## src/rtl/tlb_pkg.sv

```systemverilog
// Shared TLB definitions: entry layout, maintenance op encodings and FSM states
// used by the maintenance sequencer and its INVTLB match helper.
package tlb_pkg;

  // Packed entry, MSB first: E | VPPN | PS | ASID | G | page0 | page1.
  typedef struct packed {
    logic        e;
    logic [18:0] vppn;
    logic [5:0]  ps;
    logic [9:0]  asid;
    logic        g;
    logic [19:0] ppn0;
    logic [1:0]  plv0;
    logic [1:0]  mat0;
    logic        d0;
    logic        v0;
    logic [19:0] ppn1;
    logic [1:0]  plv1;
    logic [1:0]  mat1;
    logic        d1;
    logic        v1;
  } tlb_entry_t;

  localparam int ENTRY_W = $bits(tlb_entry_t);

  localparam logic [5:0] PS_HUGE = 6'd21;

  typedef enum logic [2:0] {
    OP_TLBSRCH = 3'd0,
    OP_TLBRD   = 3'd1,
    OP_TLBWR   = 3'd2,
    OP_TLBFILL = 3'd3,
    OP_INVTLB  = 3'd4
  } tlb_op_e;

  localparam logic [4:0] INV_ALL      = 5'd0;
  localparam logic [4:0] INV_ALL_ALT  = 5'd1;
  localparam logic [4:0] INV_G1       = 5'd2;
  localparam logic [4:0] INV_G0       = 5'd3;
  localparam logic [4:0] INV_ASID     = 5'd4;
  localparam logic [4:0] INV_ASID_VA  = 5'd5;
  localparam logic [4:0] INV_GASID_VA = 5'd6;
  localparam logic [4:0] INV_LAST     = INV_GASID_VA;

  typedef enum logic [1:0] {
    ST_IDLE = 2'd0,
    ST_EXEC = 2'd1,
    ST_WALK = 2'd2,
    ST_DONE = 2'd3
  } tlb_state_e;

endpackage

```

## src/rtl/tlb_inv_match.sv

```systemverilog
// Combinational INVTLB selector: decides whether one TLB entry is hit by the
// given invalidate op / asid / vppn.
module tlb_inv_match
  import tlb_pkg::*;
(
  input  logic [4:0]         inv_op,
  input  logic [9:0]         asid,
  input  logic [18:0]        vppn,
  input  logic [ENTRY_W-1:0] entry,
  output logic               hit
);

  tlb_entry_t ent;
  logic       asid_eq;
  logic       va_eq;

  assign ent     = tlb_entry_t'(entry);
  assign asid_eq = (ent.asid == asid);
  // Huge pages (ps==21) only compare the upper 9 vppn bits.
  assign va_eq   = (ent.vppn[18:10] == vppn[18:10]) &&
                   ((ent.ps == PS_HUGE) || (ent.vppn[9:0] == vppn[9:0]));

  always_comb begin
    hit = 1'b0;
    case (inv_op)
      INV_ALL, INV_ALL_ALT: hit = ent.e;
      INV_G1:               hit = ent.e & ent.g;
      INV_G0:               hit = ent.e & ~ent.g;
      INV_ASID:             hit = ent.e & ~ent.g & asid_eq;
      INV_ASID_VA:          hit = ent.e & ~ent.g & asid_eq & va_eq;
      INV_GASID_VA:         hit = ent.e & (ent.g | asid_eq) & va_eq;
      default:              hit = 1'b0;
    endcase
  end

endmodule

```

## src/rtl/tlb_maint.sv

```systemverilog
// TLB maintenance sequencer: executes TLBSRCH/TLBRD/TLBWR/TLBFILL in one cycle
// and INVTLB as a one-entry-per-cycle walk over the TLB array.
module tlb_maint
  import tlb_pkg::*;
#(
  parameter int  TLBNUM = 16,
  localparam int IDX_W  = $clog2(TLBNUM)
) (
  input  logic               clk,
  input  logic               resetn,
  input  logic               req_valid,
  output logic               req_ready,
  input  logic [2:0]         req_op,
  input  logic [4:0]         req_inv_op,
  input  logic [9:0]         req_inv_asid,
  input  logic [18:0]        req_inv_vppn,
  input  logic [IDX_W-1:0]   csr_index,
  input  logic [ENTRY_W-1:0] csr_entry,
  input  logic [9:0]         csr_asid,
  input  logic [18:0]        csr_vppn,
  output logic [18:0]        s_vppn,
  output logic [9:0]         s_asid,
  input  logic               s_found,
  input  logic [IDX_W-1:0]   s_index,
  output logic [IDX_W-1:0]   r_index,
  input  logic [ENTRY_W-1:0] r_entry,
  output logic               we,
  output logic [IDX_W-1:0]   w_index,
  output logic [ENTRY_W-1:0] w_entry,
  output logic               resp_valid,
  output logic               resp_ine,
  output logic               resp_found,
  output logic [IDX_W-1:0]   resp_index,
  output logic [ENTRY_W-1:0] resp_entry
);

  localparam logic [IDX_W-1:0] LAST_IDX = IDX_W'(TLBNUM - 1);

  tlb_state_e         state_reg, state_next;

  logic [2:0]         op_reg;
  logic [4:0]         inv_op_reg;
  logic [9:0]         inv_asid_reg;
  logic [18:0]        inv_vppn_reg;
  logic [IDX_W-1:0]   index_reg;
  logic [ENTRY_W-1:0] entry_reg;
  logic [9:0]         asid_reg;
  logic [18:0]        vppn_reg;
  logic               ine_reg;
  logic [IDX_W-1:0]   walk_cnt_reg;
  logic [IDX_W-1:0]   fill_cnt_reg;
  logic               found_reg;
  logic [IDX_W-1:0]   sidx_reg;
  logic [ENTRY_W-1:0] rentry_reg;

  logic               accept;
  logic               inv_legal;
  logic               inv_hit;
  tlb_entry_t         cleared;

  assign req_ready = (state_reg == ST_IDLE);
  assign accept    = req_valid & req_ready;
  assign inv_legal = (req_inv_op <= INV_LAST);

  tlb_inv_match u_inv_match (
    .inv_op (inv_op_reg),
    .asid   (inv_asid_reg),
    .vppn   (inv_vppn_reg),
    .entry  (r_entry),
    .hit    (inv_hit)
  );

  always_ff @(posedge clk or negedge resetn) begin
    if (!resetn) begin
      state_reg <= ST_IDLE;
    end else begin
      state_reg <= state_next;
    end
  end

  always_comb begin
    state_next = state_reg;
    case (state_reg)
      ST_IDLE: begin
        if (accept) begin
          state_next = ((req_op == OP_INVTLB) && inv_legal) ? ST_WALK : ST_EXEC;
        end
      end
      ST_EXEC: state_next = ST_DONE;
      ST_WALK: if (walk_cnt_reg == LAST_IDX) state_next = ST_DONE;
      ST_DONE: state_next = ST_IDLE;
      default: state_next = ST_IDLE;
    endcase
  end

  // TLB port drive is decoded from state, so nothing leaks outside EXEC/WALK.
  always_comb begin
    s_vppn  = '0;
    s_asid  = '0;
    r_index = '0;
    we      = 1'b0;
    w_index = '0;
    w_entry = '0;
    cleared = tlb_entry_t'(r_entry);
    cleared.e = 1'b0;
    case (state_reg)
      ST_EXEC: begin
        case (op_reg)
          OP_TLBSRCH: begin
            s_vppn = vppn_reg;
            s_asid = asid_reg;
          end
          OP_TLBRD: r_index = index_reg;
          OP_TLBWR: begin
            we      = 1'b1;
            w_index = index_reg;
            w_entry = entry_reg;
          end
          OP_TLBFILL: begin
            we      = 1'b1;
            w_index = fill_cnt_reg;
            w_entry = entry_reg;
          end
          default: ;
        endcase
      end
      ST_WALK: begin
        r_index = walk_cnt_reg;
        if (inv_hit) begin
          we      = 1'b1;
          w_index = walk_cnt_reg;
          w_entry = ENTRY_W'(cleared);
        end
      end
      default: ;
    endcase
  end

  assign resp_valid = (state_reg == ST_DONE);
  assign resp_ine   = (state_reg == ST_DONE) & ine_reg;
  assign resp_found = found_reg;
  assign resp_index = sidx_reg;
  assign resp_entry = rentry_reg;

  always_ff @(posedge clk or negedge resetn) begin
    if (!resetn) begin
      op_reg       <= '0;
      inv_op_reg   <= '0;
      inv_asid_reg <= '0;
      inv_vppn_reg <= '0;
      index_reg    <= '0;
      entry_reg    <= '0;
      asid_reg     <= '0;
      vppn_reg     <= '0;
      ine_reg      <= 1'b0;
      walk_cnt_reg <= '0;
      fill_cnt_reg <= '0;
      found_reg    <= 1'b0;
      sidx_reg     <= '0;
      rentry_reg   <= '0;
    end else begin
      fill_cnt_reg <= (fill_cnt_reg == LAST_IDX) ? '0 : fill_cnt_reg + 1'b1;
      if (accept) begin
        op_reg       <= req_op;
        inv_op_reg   <= req_inv_op;
        inv_asid_reg <= req_inv_asid;
        inv_vppn_reg <= req_inv_vppn;
        index_reg    <= csr_index;
        entry_reg    <= csr_entry;
        asid_reg     <= csr_asid;
        vppn_reg     <= csr_vppn;
        ine_reg      <= (req_op == OP_INVTLB) && !inv_legal;
        walk_cnt_reg <= '0;
      end
      if (state_reg == ST_WALK) begin
        walk_cnt_reg <= walk_cnt_reg + 1'b1;
      end
      if (state_reg == ST_EXEC) begin
        if (op_reg == OP_TLBSRCH) begin
          found_reg <= s_found;
          sidx_reg  <= s_index;
        end
        if (op_reg == OP_TLBRD) begin
          rentry_reg <= r_entry;
        end
      end
    end
  end

endmodule

```

## config.mk

```make
export PLATFORM = sky130hd
export DESIGN_NAME = tlb_maint
export DESIGN_NICKNAME = d
export VERILOG_FILES = /design/src/rtl/tlb_pkg.sv /design/src/rtl/tlb_inv_match.sv /design/src/rtl/tlb_maint.sv
export SDC_FILE = /design/constraint.sdc
export NUM_CORES = 1
export LEC_CHECK = 0
export BUFFER_PORTS_ARGS = -buffer_cell sky130_fd_sc_hd__buf_2
export CORE_MARGIN = 8
export CORE_UTILIZATION = 40
export DETAILED_ROUTE_END_ITERATION = 6
export MAX_ROUTING_LAYER = met4
export PLACE_DENSITY = 0.68
export SLEW_MARGIN = 20
export SYNTH_ARGS = -nofsm -noshare
export SYNTH_HDL_FRONTEND = slang
export SYNTH_SLANG_ARGS = --single-unit
```

## constraint.sdc

```tcl
create_clock -name clk -period 4 [get_ports clk]
set_clock_uncertainty 0.2 [all_clocks]
set_input_delay 0.6 -clock clk [delete_from_list [all_inputs] [get_ports clk]]
set_output_delay 0.6 -clock clk [all_outputs]
set_load 0.01 [all_outputs]
```

==> impl_metrics.toml, run 1 <==
[yosys]
synth_most_common_cell = "dfrtp_1"
synthTopCellsByArea = "dfrtp_1 57%, mux2_2 25%, a22o_1 7.0%"
postSynthAreaPerCell_um2 = 14.3
synthArstFlopShare_pct = 100
yosysWarnings = 0
synth-edff-count = 0
synth_nets = 1073
ys_types = 34
synthTopCellsByCount = "264 x dfrtp_1, 257 x mux2_2, 92 x a22o_1"
postSynth.topFlopCell = "dfrtp_1"
yosysTopAreaCell = "dfrtp_1"
seq_area_frac_synth_pct = 57.0
syn_inst = 811
syn_area_mm2 = 0.0116
synth_top_area_share_pct = 57.0
synth_seq_cells = 264

[worst_setup_path]
r2r_end = "resp_entry[22]"
crit_start = "state_reg[0]"
cp_top_family = "compound AO/OA/AOI/OAI gates"
slowest_delay_ps = 400
cp.buffers_inverters = 4
reg2reg_depth = 6
timing.rr.start = "state_reg[1]"
crit_chain = "inv_1, ha_2, nand2_1, nor4_2, o2111ai_1, o22ai_4, buf_4, buf_12, a22o_1, buf_2"
r2r_setup_slack_ps = 1470
cp-end-kind = "primary output"
crit_fanout = 23
required_ps = 3200
timing.critical_path.slowest_stage_cell = "ha_2"
path_class = "reg -> out"
critPathLaunchType = "register"
cp.arrival_ps = 3080

[die]
die_y_um = 186
initial_utilization_pct = 40.5
die_area_mm2 = 0.0347
core_mm2 = 0.0286
io_pins = 480
rows = 62
fp.dieW_um = 186

[routing]
drc_errors = 0
dr.pass1.iters = 4
ant_nets = 0
wl_per_cell_um = 21.6
vias = 8664
drt-total-wl_mm = 36.8
vias_per_cell = 5.10
drt_iter0_markers = 371

[grt]
grt_start_max_net_pins = 76
antenna_found_initial = 9
grt_pass1_wl_mm = 53.6
grt_pass1_vias = 9188
grt_overflow = 0
grt_usage_pct = 20.6

[worst_hold_path]
hold_depth = 2
hp-class = "in -> reg"
whs_endpoint = "inv_asid_reg[8]"
hold_start = "req_inv_asid[8]"

[cts]
clk_latency_ps = 540
cts.clk_slew.worst_paths_ps = 70
cts-root-buf = "clkbuf_16"
clock-sinks = 264
cts_buffers = 29
h-tree-depth = 1
cts_tree = "built"
clockBufferDepth = 3

[power_and_ir_drop]
power.density_mw_per_mm2 = 740
ir_worst_vdd_mv = 0.454
power.total_uw = 11400
leakagePower_uw = 0.00762

[sta]
rsz0062_at_grt = "false"
finalMaxSlewViolations = 0
fin_crit_sh_pct = 96.9
timing.final.crit_period_ps = 3880
worst_slew_pin_slew_ps = 805
tns_ps = 0
fmaxAchievable_mhz = 258
hold_ws_ps = 86.5
hold_viol = 0
setup_viol = 0
relSlewSlack_pct = 46.3

[final_layout]
final_nets = 1546
fillers = 2536
drive_above_1_share_pct = 61.7
area_growth_pct = 33.2

[run_status]
status = "completed"

[placement]
gp_congestion = 0.879
dpl.hpwl_mm = 27.4
io_buffers = 479

[job]
drv_cap = 0
==> cells by family after synthesis <==
logic type	after synthesis	share of synthesized area [%]
flip-flops	264	57.0
multiplexers	258	25.1
AO/OA/AOI/OAI	113	8.13
AND/OR/NAND/NOR	78	3.94
buffers and inverters	58	2.59
XOR/XNOR	34	2.57
adder cells (fa/ha/maj)	6	0.648
==> layout make-up <==
class	count	area (um2)	area share, %
inverters	4	15.0	0.0973
repair buffers	496	2640	17.1
multi-input cells	489	4710	30.5
well taps	384	480	3.12
clock inverters	10	131	0.852
diodes	11	27.5	0.178
flip-flops and latches	264	6610	42.8
clock buffers	40	817	5.30
==> layout by cell type (no fill, tap or decap), types with 2 or more instances in the layout <==
| cell | synthesis | layout |
|---|---|---|
| buf_4 | 0 | 8 |
| nor3_1 | 3 | 3 |
| buf_12 | 0 | 6 |
| clkbuf_1 | 28 | 6 |
| diode_2 | 0 | 11 |
| dfrtp_1 | 264 | 264 |
| ha_1 | 6 | 5 |
| nand2_1 | 12 | 11 |
| clkbuf_16 | 0 | 30 |
| o21ai_0 | 7 | 7 |
| clkbuf_8 | 0 | 5 |
| buf_8 | 0 | 2 |
| nand4_1 | 6 | 6 |
| mux2_2 | 257 | 257 |
| buf_2 | 18 | 478 |
| nor2_1 | 3 | 3 |
| a22o_1 | 92 | 92 |
| xnor2_1 | 21 | 21 |
| a31oi_1 | 3 | 3 |
| bufinv_16 | 0 | 3 |
| a22oi_1 | 4 | 4 |
| xor2_1 | 13 | 13 |
| nand3_1 | 5 | 5 |
| inv_1 | 4 | 4 |
| clkinv_2 | 0 | 5 |
| nor4_1 | 4 | 3 |
| and2_1 | 31 | 31 |
| nor2b_1 | 7 | 7 |
| a21oi_1 | 3 | 3 |
==> routing by layer <==
| layer | track usage (%) | vias up | routed length [um] |
|---|---|---|---|
| li1 | - | 3914 | - |
| met1 | 24.0 | 4362 | 14300 |
| met2 | 34.3 | 338 | 18500 |
| met3 | 4.66 | 50 | 2850 |
| met4 | 8.03 | 0 | 1070 |
| met5 | - | - | 0 |
==> worst reg2reg max path: cells and delay by family, from the launching register on <==
| kind | cells | cell delay (ps) |
|---|---|---|
| and+or+nand+nor | 2 | 480 |
| DFF | 1 | 400 |
| muxes | 1 | 490 |
| adders and majority gates | 1 | 140 |
| buffers and inverters | 2 | 710 |
==> worst max-delay path by stage <==
stage | depth (start not counted) | endpoint
2_1_floorplan | 9 | w_entry[0]
3_3_place_gp | 9 | w_entry[59]
3_5_place_dp | 9 | w_entry[59]
4_1_cts | 9 | w_entry[59]
5_1_grt | 10 | w_entry[53]
6_report | 10 | w_entry[53]
==> repair_timing <==
action,CTS,global route
gates resized for setup,1,4
hold endpoints to repair,66,0
cloned,0,1
hold buffers,1,0
pin swaps,0,1
setup buffers,0,2
setup endpoints to repair,46,49
==> where the power goes <==
part	internal, uW	switching, uW
registers	4010	770
clock network	1610	1070
logic	2160	1790
==> stage by stage <==
stage	setup slack (ps)	instances	area [um2]	util [%]
finish	122	1698	15400	53.9
global placement	359	1633	14400	50.2
CTS	78.0	1684	15300	53.6
floorplan	1320	811	11600	-
global route	37.0	1696	15400	53.9
detailed placement	305	1633	14400	50.2
No activity file was read; power rests on OpenSTA's default activity.
==> run 2, diff against run 1 <==
==> constraint.sdc (replaced) <==
create_clock -name clk -period 4 [get_ports clk]
set_clock_uncertainty 0.2 [all_clocks]
set_input_delay 0.4 -clock clk [delete_from_list [all_inputs] [get_ports clk]]
set_output_delay 0.4 -clock clk [all_outputs]
set_load 0.01 [all_outputs]
==> run 2 against run 1 <==
Sequential power up 1%. Maximum frequency up 0.31%. Total power up 4.2%. Routed wire length up 14%. Clock power up 6%. Non-clock buffer count up 245.
==> impl_metrics.toml, run 2 (synthesis results as in run 1) <==
[worst_hold_path]
hold_start = "r_entry[59]"
whs_endpoint = "resp_entry[59]"
hold_depth = 2
hp-class = "in -> reg"

[die]
core_mm2 = 0.0286
fp.dieW_um = 186
die_area_mm2 = 0.0347
initial_utilization_pct = 40.5
die_y_um = 186
io_pins = 480
rows = 62

[grt]
grt_start_max_net_pins = 103
grt_overflow = 0
antenna_found_initial = 5
grt_usage_pct = 23.9
grt_pass1_vias = 11000
grt_pass1_wl_mm = 62.9

[cts]
cts_buffers = 29
clock-sinks = 264
cts-root-buf = "clkbuf_16"
cts_setup_buffers = 0
h-tree-depth = 1
cts.clk_slew.worst_paths_ps = 60
clk_latency_ps = 530
cts_tree = "built"
clockBufferDepth = 3

[routing]
dr.pass1.iters = 5
wl_per_cell_um = 21.6
ant_nets = 0
drt_iter0_markers = 443
vias = 9908
drc_errors = 0
drt-total-wl_mm = 42.0
vias_per_cell = 5.10

[final_layout]
area_growth_pct = 54.8
layout_common_cells = "478 x buf_2, 264 x dfrtp_1, 257 x mux2_2, 251 x dlygate4sd3_1, 92 x a22o_1"
drive_above_1_share_pct = 51.9
final_nets = 1791
layout_commonest_cell = "buf_2"
final_area_mm2 = 0.0179

[sta]
hold_viol = 0
fmaxAchievable_mhz = 259
relSlewSlack_pct = 44.9
timing.final.crit_period_ps = 3870
tns_ps = 0
worst_slew_pin_slew_ps = 827
rsz0062_at_grt = "false"
finalMaxSlewViolations = 0
setup_viol = 0
fin_crit_sh_pct = 96.7
hold_ws_ps = 43.5

[worst_setup_path]
critPathLaunchType = "register"
timing.rr.start = "state_reg[1]"
path_class = "reg -> out"
required_ps = 3400
cp-end-kind = "primary output"
r2r_setup_slack_ps = 1410
crit_fanout = 92
reg2reg_depth = 6
cp.arrival_ps = 3270
r2r_end = "resp_entry[19]"

[placement]
io_buffers = 479
dpl.hpwl_mm = 27.6
placedInstanceArea_mm2 = 0.0144
gp_congestion = 0.868

[run_status]
status = "completed"

[power_and_ir_drop]
power.density_mw_per_mm2 = 663
ir_worst_vdd_mv = 0.492
leakagePower_uw = 0.00866

[job]
drv_cap = 0
run 2: cell types whose count changed in the layout (fill, tap and decap cells not counted):
cell,change
dlygate4sd3_1,+250
clkbuf_1,-5
buf_4,-4
clkinvlp_4,+3
diode_2,-3
bufinv_16,+2
clkinv_4,+2
buf_12,+1
buf_8,-1
clkbuf_16,-1
clkbuf_8,-1
clkinv_2,+1
nor4_1,+1
nor4_2,-1
run 2: worst max-delay path by stage:
stage | start | end | slack, ps
after floorplan | state_reg[1] | w_entry[0] | 1520
after global placement | r_entry[55] | w_entry[56] | 730
after detailed placement | state_reg[0] | w_entry[56] | 640
after CTS | state_reg[0] | w_entry[56] | 40
after global routing | state_reg[0] | w_entry[7] | 20
final | state_reg[0] | w_entry[80] | 130
run 2: area by class of cell:
cell class              count  area (um2)
fillers                  2118       10700
diodes                      8        20.0
clock inverters            18         236
repair buffers            741        5090
clock buffers              34         785
flip-flops and latches    264        6610
multi-input cells         489        4700
inverters                   4        15.0
well taps                 384         480
run 2: timing repair:
| item | in CTS | in global routing |
|---|---|---|
| setup endpoints to repair | 0 | 79 |
| gates resized for setup | 0 | 1 |
| endpoints found under the hold margin | 349 | 0 |
| hold buffers | 251 | 0 |
run 2: stage by stage:
stage | worst slack [ps] | utilization, % | power (uW) | std cells
after floorplan | 1520 | - | 7200 | 811
after global placement | 729 | 50.2 | 8690 | 1631
after detailed placement | 644 | 50.2 | 8830 | 1631
after CTS | 40.8 | 62.6 | 11900 | 1934
after global routing | 21.6 | 62.6 | 12500 | 1939
final | 134 | 62.7 | 11900 | 1942
run 2: layer usage:
layer	part of all wire, %	wire, um	up-vias	track usage (%)
li1	-	-	4405	-
met1	38	15800	4958	26.8
met2	52	21700	426	41.3
met3	6.1	2570	119	3.96
met4	4.7	1970	0	11.5
met5	0	0	-	-
run 2: report_power, final:
part           switching [uW]  total [uW]  internal (uW)
combinational            1900        4220           2320
clock                    1110        2830           1720
sequential                822        4840           4010
run 2: critical path: stages, from the launching register on:
cell	delay, ps
dfrtp_1	380
inv_1	90
ha_1	440
nand2_1	170
nor4_1	300
o2111ai_1	220
o22ai_4	190
buf_12	310
a22o_1	250
buf_2	140
==> run 3, diff against run 2 <==
- CTS_BUF_LIST: not set -> sky130_fd_sc_hd__clkbuf_2
- clock period: 4 -> 3.7 ns (I/O delays scaled with it)
==> run 3 against run 2 <==
First-iteration DRC count grew 2.0%. Combinational power grew 11%. Count of clock-buffer cells in the layout grew 70. Utilization shrank 0.22 points. Via count grew 3.8%. Hold slack gained 65 ps. Sequential share of layout area grew 0.13 points. Clock power shrank 26%. Critical path depth shrank 1. Critical path type unchanged. Largest cell class unchanged.
==> impl_metrics.toml, run 3 (synthesis results as in run 1) <==
[run_status]
status = "completed"

[worst_setup_path]
reg2reg_depth = 6
r2r_setup_slack_ps = 1260
path_class = "reg -> out"
timing.rr.start = "state_reg[1]"
crit_fanout = 39
cp-end-kind = "primary output"
critPathLaunchType = "register"
cp.arrival_ps = 2990
required_ps = 3130
r2r_end = "resp_entry[29]"

[grt]
grt_overflow = 0
antenna_found_initial = 2
grt_start_max_net_pins = 85
grt_pass1_wl_mm = 64.9
grt_pass1_vias = 11500
grt_usage_pct = 24.9

[routing]
vias_per_cell = 5.07
dr.pass1.iters = 5
drc_errors = 0
wl_per_cell_um = 21.2
drt-total-wl_mm = 42.9
vias = 10300
drt_iter0_markers = 452
ant_nets = 0

[cts]
clock-sinks = 264
clockBufferDepth = 3
cts_buffers = 72
cts-root-buf = "clkbuf_2"
h-tree-depth = 3
clk_latency_ps = 800
cts.clk_slew.worst_paths_ps = 110
cts_tree = "built"

[final_layout]
area_growth_pct = 54.3
drive_above_1_share_pct = 53.7
regArea_mm2 = 0.00661
instances_no_fill = 2029
layout_common_cells = "474 x buf_2, 264 x dfrtp_1, 262 x dlygate4sd3_1, 257 x mux2_2, 104 x clkbuf_2"
multi_input_area_mm2 = 0.00476
final_util_pct = 62.4
final_nets = 1856
layout_commonest_cell = "buf_2"
fillers = 2175

[worst_hold_path]
hp-class = "in -> reg"
hold_depth = 3
whs_endpoint = "entry_reg[39]"
hold_start = "csr_entry[39]"

[power_and_ir_drop]
ir_worst_vdd_mv = 0.403
leakagePower_uw = 0.00880
power.density_mw_per_mm2 = 672

[die]
core_mm2 = 0.0286
fp.dieW_um = 186
die_y_um = 186
initial_utilization_pct = 40.5
rows = 62
io_pins = 480
die_area_mm2 = 0.0347

[sta]
setup_slack_ps = 136
fin_crit_sh_pct = 96.3
fmaxAchievable_mhz = 281
hold_ws_ps = 109
hold_viol = 0
timing.final.crit_period_ps = 3560
finalMaxSlewViolations = 0
rsz0062_at_grt = "true"
worst_slew_pin_slew_ps = 742
relSlewSlack_pct = 50.5
setup_viol = 0

[placement]
dp.cells = 1638
preCtsSetupSlack_ps = 443
gp_congestion = 0.860
io_buffers = 479
dpl.hpwl_mm = 28.2

[job]
drv_cap = 0
run 3: cell count changes in the layout (fill, tap and decap cells not counted), sizes merged:
| cell | previous run | this run |
|---|---|---|
| diode | 8 | 3 |
| dlygate4sd3 | 251 | 262 |
| bufinv | 5 | 2 |
| inv | 5 | 4 |
| clkinvlp | 4 | 1 |
| buf | 490 | 501 |
| clkinv | 8 | 15 |
| clkbuf | 34 | 104 |
run 3: routing by layer:
metal | track usage [%] | routed length [um]
met1 | 27.6 | 16100
met2 | 42.1 | 21700
met5 | - | 0
met4 | 13.6 | 2210
met3 | 4.90 | 3000
run 3: stage by stage:
step           total power [uW]  area (um2)  TNS, ps
2_1_floorplan              7780       11600        0
3_3_place_gp               9420       14400        0
3_5_place_dp               9570       14400        0
4_1_cts                   12000       17900    -1310
5_1_grt                   12800       17900    -2890
6_report                  12000       17900        0
run 3: worst max-delay path: stages, from the launching register on:
cell and delay, ps:
dfrtp_1 410, xnor2_2 190, nand4_1 250, nor3_4 310
a21oi_1 140, o22ai_4 280, buf_12 250, a22o_1 180
buf_2 130
run 3: how the worst max path moves through the flow:
stage	start	endpoint	slack, ps	depth (start not counted)
2_1_floorplan	state_reg[1]	w_entry[0]	1250	9
3_3_place_gp	r_entry[55]	w_index[2]	550	9
3_5_place_dp	r_entry[55]	w_entry[42]	440	9
4_1_cts	inv_asid_reg[2]	w_entry[81]	-50	9
5_1_grt	inv_asid_reg[2]	w_entry[38]	-80	8
6_report	inv_asid_reg[2]	w_entry[38]	140	8
run 3: power by group:
part	switching [uW]	leakage, uW	internal (uW)
combinational	2090	0.00514	2590
clock	1210	0.000494	888
sequential	895	0.00317	4330
total	4200	0.00880	7810
run 3: repair_timing:
action,CTS,global route
setup buffers,1,2
cloned,1,0
hold buffers,263,0
pin swaps,27,6
setup endpoints to repair,93,93
endpoints found under the hold margin,446,0
resized for setup,17,2
run 3: cell type report:
class / instances / share of cell area, %
Inverter: 4 / 0.0840
Clock buffer: 104 / 2.91
Multi-Input combinational cell: 489 / 26.6
Antenna cell: 3 / 0.0420
Tap cell: 384 / 2.69
Clock inverter: 18 / 0.742
Sequential cell: 264 / 37.0
Timing Repair Buffer: 763 / 29.9
